$ cat src/rtl/exec_sequencer.sv
// Instruction-issue controller: edge-detects the step/run buttons and feeds one
// instruction at a time (switches or program ROM) to the datapath over valid/ready.
module exec_sequencer #(
   parameter int PC_W     = 4,
   parameter int PROG_LEN = 16,
   parameter int INSTR_W  = 8
) (
   input  logic               clock,
   input  logic               reset,
   input  logic [1:0]         button,
   input  logic [INSTR_W-1:0] switches,
   output logic [PC_W-1:0]    rom_addr,
   input  logic [INSTR_W-1:0] rom_data,
   output logic [INSTR_W-1:0] instr,
   output logic               instr_valid,
   input  logic               dp_ready,
   output logic               busy
);

   localparam logic [PC_W-1:0] PC_LAST = PC_W'(PROG_LEN - 1);

   typedef enum logic [2:0] {IDLE, STEP, FETCH, WAIT, ISSUE} state_t;

   state_t             state_q, state_d;
   logic [PC_W-1:0]    pc_q, pc_d;
   logic [1:0]         btn_q, btn_d;
   logic [INSTR_W-1:0] instr_q, instr_d;
   logic               instr_valid_q, instr_valid_d;
   logic               busy_q, busy_d;
   logic [1:0]         rise;
   logic               transfer;

   always_comb begin
      rise     = button & ~btn_q;
      transfer = instr_valid_q & dp_ready;
      state_d  = state_q;
      pc_d     = pc_q;
      instr_d  = instr_q;
      btn_d    = button;

      case (state_q)
         IDLE: begin
            // Run wins when both buttons rise in the same cycle.
            if (rise[0]) begin
               pc_d    = '0;
               state_d = FETCH;
            end else if (rise[1]) begin
               instr_d = switches;
               state_d = STEP;
            end
         end
         STEP: begin
            if (transfer) state_d = IDLE;
         end
         FETCH: begin
            state_d = WAIT;
         end
         WAIT: begin
            instr_d = rom_data;
            state_d = ISSUE;
         end
         ISSUE: begin
            if (transfer) begin
               if (pc_q == PC_LAST) begin
                  state_d = IDLE;
               end else begin
                  pc_d    = pc_q + PC_W'(1);
                  state_d = FETCH;
               end
            end
         end
         default: state_d = IDLE;
      endcase

      // Outputs are decoded from the next state so they register in step with it.
      instr_valid_d = (state_d == STEP) || (state_d == ISSUE);
      busy_d        = (state_d != IDLE);
   end

   always_ff @(posedge clock or negedge reset) begin
      if (!reset) begin
         state_q       <= IDLE;
         pc_q          <= '0;
         btn_q         <= 2'b00;
         instr_q       <= '0;
         instr_valid_q <= 1'b0;
         busy_q        <= 1'b0;
      end else begin
         state_q       <= state_d;
         pc_q          <= pc_d;
         btn_q         <= btn_d;
         instr_q       <= instr_d;
         instr_valid_q <= instr_valid_d;
         busy_q        <= busy_d;
      end
   end

   assign rom_addr    = pc_q;
   assign instr       = instr_q;
   assign instr_valid = instr_valid_q;
   assign busy        = busy_q;

endmodule
$ cat config.mk
export PLATFORM = sky130hd
export DESIGN_NAME = exec_sequencer
export DESIGN_NICKNAME = d
export VERILOG_FILES = /design/src/rtl/exec_sequencer.sv
export SDC_FILE = /design/constraint.sdc
export NUM_CORES = 1
export LEC_CHECK = 0
export CORE_MARGIN = 2
export CORE_UTILIZATION = 43
export CTS_CLUSTER_SIZE = 16
export DETAILED_ROUTE_END_ITERATION = 16
export PLACE_DENSITY_LB_ADDON = 0.1
export SETUP_SLACK_MARGIN = 0.1
export SKIP_CTS_REPAIR_TIMING = 1
export SYNTH_ARGS = -nofsm -noshare
export SYNTH_HDL_FRONTEND = slang
export SYNTH_SLANG_ARGS = --single-unit
$ cat constraint.sdc
create_clock -name clock -period 1.62 [get_ports clock]
set_input_delay 0.243 -clock clock [delete_from_list [all_inputs] [get_ports clock]]
set_output_delay 0.243 -clock clock [all_outputs]
set_load 0.05 [all_outputs]
==> results.sh, run 1 <==
export IMPL_tritoncts="built"
export IMPL_post_layout_nonfiller_instances=153
export IMPL_clk_pin_slew_ps=100
export IMPL_crit_path_max_incr_delay_ps=480
export IMPL_synth_edf_count=0
export IMPL_synth_area_leaders="dfrtp_1 (51%), mux2i_1 (9.7%), nand2_1 (4.8%)"
export IMPL_first_pass_grt_wire_length_um=3250
export IMPL_cp_cell_sequence="nor3_1 -> a41oi_4 -> buf_12 -> o21ai_0"
export IMPL_timing_hold_worst_class="in -> async"
export IMPL_yosysWarnings=0
export IMPL_count_of_state_elements_after_synthesis=19
export IMPL_synth_top_flop_cell="dfrtp_1"
export IMPL_timing_critical_path_to_type="flop"
export IMPL_clk_insertion_delay_late_ps=290
export IMPL_post_synth_inst_count=86
export IMPL_floorplan_die_height_um=50.6
export IMPL_vdd_ir_drop_max_mv=0.958
export IMPL_postSynthAreaPerCell_um2=10.9
export IMPL_floorplan_core_area_um2=2000
export IMPL_clkSinkCount=19
export IMPL_root_buffer="clkbuf_4"
export IMPL_ys_top_cells_by_count="dfrtp_1 (19), nand2_1 (12), mux2i_1 (9)"
export IMPL_max_slew_margin_vs_limit=0.772
export IMPL_synthDistinctLibCells=33
export IMPL_crit_path_max_fanout=16
export IMPL_final_slew_violations=0
export IMPL_timing_final_crit_period_ps=1450
export IMPL_netlist_top_cell_by_area="dfrtp_1"
export IMPL_p_leak_nw=0.593
export IMPL_floorplan_die_width_um=50.6
export IMPL_netlist_area_leader_share=0.509
export IMPL_drt_vias_per_instance=5.09
export IMPL_cp_slowest_cell="dfrtp_1"
export IMPL_syn_nets=108
export IMPL_outcome="finished clean"
export IMPL_diodes=0
export IMPL_power_density_nw_per_um2=1870
export IMPL_min_period_over_period=0.894
export IMPL_design_portCount=35
export IMPL_area_growth_syn_to_layout_pct=42.0
export IMPL_seq_area_um2=478
export IMPL_route_vias_total=779
export IMPL_first_global_vias=806
export IMPL_worst_pin_slew_ps=340
export IMPL_die_area_um2=2560
export IMPL_dr_pass1_iters=4
export IMPL_synth_area_um2=933
export IMPL_antenna_left=0
export IMPL_drtIter0Drc=7
export IMPL_top_count_cell_post_synth="dfrtp_1"
export IMPL_layout_drive_gt1_share=0.238
export IMPL_place_detailed_hpwl_um=1480
export IMPL_cts_htree_levels=1
export IMPL_cp_buffers_inverters=1
export IMPL_hold_viol_final=0
export IMPL_detail_route_wirelength_um=1890
export IMPL_finish_utilization=0.662
export IMPL_multi_input_area_um2=417
export IMPL_synth_async_sr_flop_share=1.00
export IMPL_finalSetupViolCount=0
export IMPL_setup_worst_path_class="reg -> reg"
export IMPL_cts_buffer_depth=2
export IMPL_gpl_congestion=0.838
export IMPL_grt_setup_unrepaired="yes"
export IMPL_grt_overflow=0
export IMPL_total_instance_count_after_detailed_placement=149
export IMPL_global_route_usage_total=0.166
export IMPL_maximum_number_of_pins_on_one_net_before_global_route_repair=20
export IMPL_worstPathRequired_ps=1830
export IMPL_placementRows=16
export IMPL_startpoint_type="flop"
export IMPL_timing_critical_path_max_delay_family="flip-flops"
export IMPL_port_buffer_count=34
export IMPL_timing_clock_skew_ps=2.73
export IMPL_route_detailed_drc=0
export IMPL_count_of_max_cap_constraint_violations=0
export IMPL_antenna_found_initial=0
export IMPL_timing_limited_maximum_frequency_mhz=691
export IMPL_cp_data_arrival_time_ps=1660
export IMPL_final_nets=149
export IMPL_initial_utilization=0.466
export IMPL_tritoncts_num_buffers=3
export IMPL_yosysSeqAreaShare=0.509
export IMPL_detail_route_wl_per_cell_um=12.4
export IMPL_n_fill_cell=174
-- layout make-up --
type                    count  area share
clock buffers               4      0.0198
well taps                  27      0.0255
repair buffers             40       0.274
multi-input cells          61       0.314
inverters                   2     0.00567
flip-flops and latches     19       0.361
-- worst register-to-register path, cell delays in order (launching register included) --
cell and delay [ps]:
dfrtp_1 480, nor3_1 360, a41oi_4 170, buf_12 170, o21ai_0 190
-- metrics by stage --
stage                     setup slack [ps]  cell area, um^2  power, mW  hold WS, ps  TNS, ps
final                                  172             1330       2.48          270        0
after global routing                   100             1330       2.65          288        0
after CTS                              118             1320       2.51          272        0
after detailed placement             -18.3             1300       2.27          480    -29.6
after global placement                35.3             1300       2.23          465        0
after floorplan                        105              936       1.82        -52.6        0
-- kinds of logic after synthesis --
family	Yosys count	share of synthesized area
AO/OA/AOI/OAI	17	0.130
XOR/XNOR	1	0.00939
buffers and inverters	6	0.0456
adder cells (fa/ha/maj)	1	0.0134
flip-flops	19	0.509
multiplexers	10	0.109
AND/OR/NAND/NOR	32	0.184
-- cells in the final DEF (no fill, tap or decap), types with 3 or more instances in the layout --
master / count
buf_4: 19
clkbuf_4: 3
clkdlybuf4s50_1: 20
dfrtp_1: 17
mux2i_1: 9
nand2_1: 12
nor2_1: 3
o21ai_0: 8
-- worst paths after layout --
check / start / to / slack [ps] / depth (start not counted)
setup / recovery: state_q[2]$_DFF_PN0_ / instr[4]$_DFFE_PN0P_ / 170 / 4
hold reg to reg: instr[6]$_DFFE_PN0P_ / instr[6]$_DFFE_PN0P_ / 500 / 2
hold / removal: reset / rom_addr[3]$_DFFE_PN0P_ / 270 / 2
min in group clock: button[0] / btn_q[0]$_DFF_PN0_ / 420 / 1
setup reg to reg: state_q[2]$_DFF_PN0_ / instr[4]$_DFFE_PN0P_ / 170 / 4
max in group asynchronous: reset / rom_addr[1]$_DFFE_PN0P_ / 1140 / 2
-- power by group --
part / total, mW / switching (mW) / internal (mW)
logic: 1.41 / 0.863 / 0.551
clock network: 0.238 / 0.142 / 0.0958
registers: 0.830 / 0.168 / 0.662
total: 2.48 / 1.17 / 1.31
-- flip-flops by register name, summed over array words and instances, names as in the netlist --
signal	flops
instr	8
rom_addr	4
state_q	3
btn_q	2
busy	1
instr_valid	1
-- layer usage --
metal	global-route usage	wire (um)	up-vias
met3	0.0268	88	4
met2	0.296	975	22
met4	0.0676	25	0
met1	0.195	804	369
met5	0	0	-
li1	-	-	384
Power figures use the tool's default switching activity.
==> run 2, diff against run 1 <==
--- a/config.mk
+++ b/config.mk
@@ -5,6 +5,7 @@
 export SDC_FILE = /design/constraint.sdc
 export NUM_CORES = 1
 export LEC_CHECK = 0
+export CAP_MARGIN = 20
 export CORE_MARGIN = 2
 export CORE_UTILIZATION = 43
 export CTS_CLUSTER_SIZE = 16
==> results of run 2 <==
Same layout as run 1: the final DEF is identical, and so are final timing and power.
